### src/rtl/s27_lock.sv
// s27_lock: s27 benchmark core behind a sequential key lock.
//
// After every reset the block samples KEY_CYCLES 4-bit words on {G3,G2,G1,G0}.
// A fully correct sequence enters FUNC, where the s27 core runs unmodified.
// Any wrong word enters BAD, where the core still runs but G17 is XORed with
// the lsb of a free-running 8-bit LFSR. FUNC and BAD are left only by reset.
//
// Parameters:
//   KEY_CYCLES  number of key words (1..16)
//   KEY         key words, word i = KEY[4i+3:4i]
//   LFSR_SEED   corruption LFSR reset value (nonzero)
// Ports:
//   clk         clock, all state updates on posedge
//   reset       synchronous active-high reset
//   G0..G3      primary inputs (key words, then functional data)
//   G17         primary output, combinational from inputs and state
module s27_lock #(
    parameter int unsigned             KEY_CYCLES = 4,
    parameter logic [4*KEY_CYCLES-1:0] KEY        = 16'hA5C3,
    parameter logic [7:0]              LFSR_SEED  = 8'hB9
) (
    input  logic clk,
    input  logic reset,
    input  logic G0,
    input  logic G1,
    input  logic G2,
    input  logic G3,
    output logic G17
);

    localparam int unsigned KcntW = (KEY_CYCLES > 1) ? $clog2(KEY_CYCLES) : 1;

    localparam logic [1:0] StKey  = 2'd0;
    localparam logic [1:0] StFunc = 2'd1;
    localparam logic [1:0] StBad  = 2'd2;

    logic [1:0]       state_q, state_d;
    logic [KcntW-1:0] kcnt_q, kcnt_d;
    logic             ok_q, ok_d;
    logic             g5_q, g5_d;
    logic             g6_q, g6_d;
    logic             g7_q, g7_d;
    logic [7:0]       lfsr_q, lfsr_d;

    logic [3:0] gin;
    logic [3:0] key_word;
    logic       match;
    logic       last_key;

    logic n2, n3, n4, n5, n6, n12, n17, n22;
    logic core_out;

    assign gin      = {G3, G2, G1, G0};
    assign key_word = KEY[4*int'(kcnt_q) +: 4];
    assign match    = (gin == key_word);
    assign last_key = (kcnt_q == KcntW'(KEY_CYCLES - 1));

    // Unmodified s27 combinational core.
    assign n2       = ~G0;
    assign n3       = ~(G1 | g7_q);
    assign n5       = ~(g6_q & n2);
    assign n6       = ~(n3 & G3);
    assign n4       = n5 & n6;
    assign n17      = ~(g5_q | n4);
    assign n12      = ~(n17 | n2);
    assign n22      = ~(G2 | n3);
    assign core_out = ~n17;

    always_comb begin
        state_d = state_q;
        kcnt_d  = kcnt_q;
        ok_d    = ok_q;
        g5_d    = g5_q;
        g6_d    = g6_q;
        g7_d    = g7_q;
        lfsr_d  = lfsr_q;
        G17     = 1'b0;

        case (state_q)
            StKey: begin
                // Mismatch is sticky and never shortens the key phase.
                ok_d = ok_q & match;
                if (last_key) begin
                    state_d = (ok_q && match) ? StFunc : StBad;
                    kcnt_d  = '0;
                end else begin
                    kcnt_d = kcnt_q + 1'b1;
                end
                g5_d = 1'b0;
                g6_d = 1'b0;
                g7_d = 1'b0;
            end
            StFunc: begin
                g7_d = n22;
                g6_d = n17;
                g5_d = n12;
                G17  = core_out;
            end
            StBad: begin
                g7_d   = n22;
                g6_d   = n17;
                g5_d   = n12;
                G17    = core_out ^ lfsr_q[0];
                // Fibonacci taps 8,6,5,4: maximal length (255).
                lfsr_d = {lfsr_q[6:0], lfsr_q[7] ^ lfsr_q[5] ^ lfsr_q[4] ^ lfsr_q[3]};
            end
            default: begin
                // Unused encoding: fall back to the key phase.
                state_d = StKey;
                kcnt_d  = '0;
                ok_d    = 1'b1;
            end
        endcase
    end

    always_ff @(posedge clk) begin
        if (reset) begin
            state_q <= StKey;
            kcnt_q  <= '0;
            ok_q    <= 1'b1;
            g5_q    <= 1'b0;
            g6_q    <= 1'b0;
            g7_q    <= 1'b0;
            lfsr_q  <= LFSR_SEED;
        end else begin
            state_q <= state_d;
            kcnt_q  <= kcnt_d;
            ok_q    <= ok_d;
            g5_q    <= g5_d;
            g6_q    <= g6_d;
            g7_q    <= g7_d;
            lfsr_q  <= lfsr_d;
        end
    end

endmodule

### config.mk
export PLATFORM = sky130hd
export DESIGN_NAME = s27_lock
export DESIGN_NICKNAME = d
export VERILOG_FILES = /design/src/rtl/s27_lock.sv
export SDC_FILE = /design/constraint.sdc
export NUM_CORES = 1
export LEC_CHECK = 0
export ABC_CLOCK_PERIOD_IN_PS = 1500
export CORE_MARGIN = 3
export CORE_UTILIZATION = 53
export CTS_BUF_LIST = sky130_fd_sc_hd__clkbuf_8
export CTS_CLUSTER_SIZE = 30
export DETAILED_ROUTE_END_ITERATION = 12
export GPL_TIMING_DRIVEN = 0
export PLACE_DENSITY = 0.87
export SLEW_MARGIN = 30
export SYNTH_ARGS = -nofsm -noshare
export SYNTH_HDL_FRONTEND = slang
export SYNTH_SLANG_ARGS = --single-unit
### constraint.sdc
create_clock -name clk -period 1.5 [get_ports clk]
set_input_delay 0.3 -clock clk [delete_from_list [all_inputs] [get_ports clk]]
set_output_delay 0.3 -clock clk [all_outputs]
set_load 0.005 [all_outputs]
# [Word-level counts from Yosys, hierarchy flattened]
# Index checks and enable logic that the tools add are counted.
# Widths: inputs -> output; s select.
[classes] add_sub_neg=1 eq_ne=5 shifts=1 mux=10 n_bitwise=20 reduce_logical=5
[op_table] op="$shiftx 16x5->4 const A" n=1
[op_table] op="$pmux 1 s2" n=5
[op_table] op="$not 1->1" n=8
[op_table] op="$pmux 2 s2" n=2
[op_table] op="$mux 2" n=3
[op_table] op="$and 1x1->1" n=4
[op_table] op="$eq 2x2->1 const B" n=2
[op_table] op="$eq 4x4->1" n=1
[op_table] op="$or 1x1->1" n=4
[op_table] op="$xor 1x1->1" n=4
[op_table] op="$add 2x1->2 const B" n=1
[op_table] op="$eq 2x1->1 const B" n=1
[op_table] op="$logic_not 2->1" n=1
[op_table] op="$ne 2x2->1 const B" n=1
[op_table] op="$reduce_and 2->1" n=1
[op_table] op="$reduce_bool 2->1" n=1
[op_table] op="$reduce_or 2->1" n=1
[op_table] op="$logic_and 1x1->1" n=1
[word_totals] regBits=16 in_bits=6 out_inout_bits=1 word_cells=49

# [Logic depth before layout (Yosys ltp)]
[depth] word_depth=10 ltp_mapped=6 depth_no_buf=5

# [Worst setup path after synthesis]
# OpenSTA, ideal clock, no wires.
[synth_path] kind="reg-to-output" start="reg state_q[1]" end="out G17" arrival_ns=1.304 t_required_ns=1.200 slack_ns=-0.104 stages_incl_launch_ff=7 path_buffers=1 cell_sequence="dfxtp_1 -> inv_1 -> ha_1 -> buf_2 -> nand3b_1 -> a211oi_1 -> a41o_1"
[synth_via] elab_chain_cells=2 word_cells_on_any_way=3 classes_between="eq/ne: 2; mux: 1"
[synth_rtl] item="start: declaration" line_no="37" text="logic [1:0] state_q, state_d;"
[synth_rtl] item="start signal: assignment" line_no="118" text="state_q <= StKey;"
[synth_rtl] item="start signal: assignment" line_no="126" text="state_q <= state_d;"
[synth_rtl] item="$eq 2x2->1 / $eq 2x1->1 (equally long branches)" line_no="79" text="case (state_q)"
[synth_rtl] item="$pmux 1 s2 (*)" line_no="79"
[synth_rtl] item="end: declaration" line_no="28" text="output logic G17"
# Mark *: on every way between the ends. The rest lies on a longest branch, timed or not.

# [Final worst setup path]
[layout_path] start="reg state_q[0]" end="out G17"
# The elaborated chain is that of the path after synthesis.

==> metrics <==
critical path depth 7; DP Wirelength 1210 um; Worst R2R Path Depth 5; die area 2130 sq um; top_reg_cell synth dfxtp_1; status complete, but fails checks; synth warn 0; Top delay family on crit path flip-flops; First-pass DRT Iterations 4; violations in the final reports negative setup slack; Final setup violation count 3; grt total ovfl 0; cts bufs inserted 3; setup ws final -0.350 ns; critical path endpoint G17; fin crit period 1.85 ns; DR DRC count 0; CORE AREA 1400 sq um; count of different cell masters after synthesis 32; vias in the first global route 808; Post-Syn Instances 91; Hold Vio Cnt, Final 0; Final Skew 0.00341 ns; largest net degree at the start of global routing 11; Tcrit/Tclk final 123%; most frequent cells in the layout dfxtp_1, buf_4, nand2_1, mux2i_1; I/O pin count 7; ANT nets after route 0; final cell area excluding filler cells 1140 sq um; Placer Congestion 0.788; worst skew pair latency 0.25 ns; Relative slew margins 79.1%; CP cell instances inv_4, ha_4, buf_6, nand3b_1, a211oi_2, a41o_1, buf_2; Seq/Total Area, Yosys 37.5%; Crit-path slowest cell dfxtp_2; Hold Slack 0.478 ns; Critical R2R Capture ok_q$_SDFFE_PP1P_; Mean Syn Cell Area 9.38 sq um; Worst EP required 1.20 ns; Setup crit start kind register; Worst Path Arrival 1.55 ns; max-cap violations 0; RSZ-0062 raised after global routing true; most common cell after layout, fill and taps aside dfxtp_1; Placed Cells 112; GRT Total Usage 25.4%; reg-to-reg setup timing slack -0.04 ns; die height 46.1 um; Slew @ Worst Pin 0.311 ns; Pwr Total 1.80 mW; Die Span X 46.1 um; CP Class reg2out; Post-Place Worst Slack -0.897 ns; CP Buf/Inv Count 3; root buf cell clkbuf_8; nets 125; hold_sp g6_q$_SDFFE_PP0P_; CP Capture Type output pin; CP peak stage delay 0.36 ns; H-tree depth 1; Final Slew Violations 0; highest clock rate 540 MHz; starting DRC count in detailed routing 14; drt via density 6.24; CP Max Fanout 4; Post-synth EDFFs 0; power per cell area 1580 nW/um^2; CP startpoint state_q[0]$_SDFFE_PP0P_; CTS tree built; Bufs on Longest Clock Path 2; average wire per standard cell 18.3 um; ANT cells 0; Final Non-Filler Cells 126; drt total wl 2310 um; peak supply drop 1.05 mV; placed cell area 950 sq um; syn nets 104; post-cts hold buffer count 0; initial antenna violation count 0; global-route wire length before repair 3690 um; clock sink count 16; ys async rst share 0%; static power due to leakage 0.481 nW; RR Startpoint state_q[1]$_SDFFE_PP0P_; cell area after synthesis 853 sq um; CTS clk-pin slew, worst paths 0.07 ns; worst hold path type reg2reg; initial core utilization 61.0%; detailed-route via count 786; num rows 13; PortBufs 6; fraction of final layout cells sized beyond drive strength 1 31.5%; synthesized flop and latch total 16; Syn-to-layout area delta 33.6%
cell families after synthesis:
group / Yosys count / share of synthesized area, %
mux: 7 / 8.21
fa+ha+maj: 7 / 10.3
xor+xnor: 5 / 5.13
flops: 16 / 37.5
compound gates: 17 / 14.5
simple gates: 29 / 19.5
buf+inv: 10 / 4.84
per-stage QoR:
stage,setup TNS (ns),util (%)
final,-0.442,81.5
after global routing,-0.608,81.5
after CTS,-0.360,79.0
after detailed placement,-1.72,67.9
after global placement,-1.56,67.9
after floorplan,0,-
routing by layer:
| metal | wire (um) | share of wire [%] | global-route usage [%] | up-vias |
|---|---|---|---|---|
| li1 | - | - | - | 363 |
| met1 | 943 | 41 | 26.5 | 371 |
| met2 | 1120 | 48 | 45.3 | 38 |
| met3 | 116 | 5.0 | 4.30 | 14 |
| met4 | 129 | 5.6 | 17.6 | 0 |
| met5 | 0 | 0 | 0 | - |
worst reg2reg max path, stage by stage (launching register included):
cell,delay [ns]
dfxtp_4,0.36
inv_4,0.04
ha_4,0.24
nand2b_1,0.17
or4_1,0.49
o311a_1,0.14
registers in the layout, indices dropped and copies added, names as in the netlist:
signal	flops
g5_q	1
g6_q	1
g7_q	1
kcnt_q	2
lfsr_q	8
ok_q	1
state_q	2
worst min-delay path by stage:
stage,end,slack (ns),cells past startpoint
3_5_place_dp,lfsr_q[3]$_SDFFE_PP1N_,0.47,2
4_1_cts,lfsr_q[3]$_SDFFE_PP1N_,0.49,2
6_report,g6_q$_SDFFE_PP0P_,0.48,2
3_3_place_gp,g6_q$_SDFFE_PP0P_,0.44,2
5_1_grt,g6_q$_SDFFE_PP0P_,0.49,2
2_1_floorplan,g6_q$_SDFFE_PP0P_,0.44,2
what timing repair did:
action                     in CTS  in global routing
setup endpoints to repair       3                  6
pin swaps                       4                  3
resized for setup              22                  4
setup buffers                   7                  4
power breakdown:
part	internal (mW)	total, mW	switching, mW
sequential	0.539	0.622	0.0835
combinational	0.419	0.798	0.379
clock	0.233	0.382	0.149
total	1.19	1.80	0.611
synthesized netlist by cell type (2+ instances only):
master / number / share of area, %
nor2b_1: 2 / 1.5
nand2_1: 7 / 3.1
xnor2_1: 4 / 4.1
o21ai_0: 2 / 1.2
nand3b_1: 3 / 2.6
ha_1: 7 / 10
nor3_1: 4 / 2.3
dfxtp_1: 16 / 38
nor2_1: 4 / 1.8
mux2i_1: 7 / 8.2
o211ai_1: 2 / 1.8
inv_1: 7 / 3.1
nor3b_1: 2 / 1.8
a21oi_1: 4 / 2.3
buf_2: 3 / 1.8
final cells by class:
cell class                      count  area, sq um
Clock buffer                        4         55.1
Fill cell                          80          259
Buffer                              3         26.3
Multi-Input combinational cell     65          552
Inverter                            7         31.3
Timing Repair Buffer               16          126
Tap cell                           15         18.8
Sequential cell                    16          330
Power figures use the tool's default switching activity.
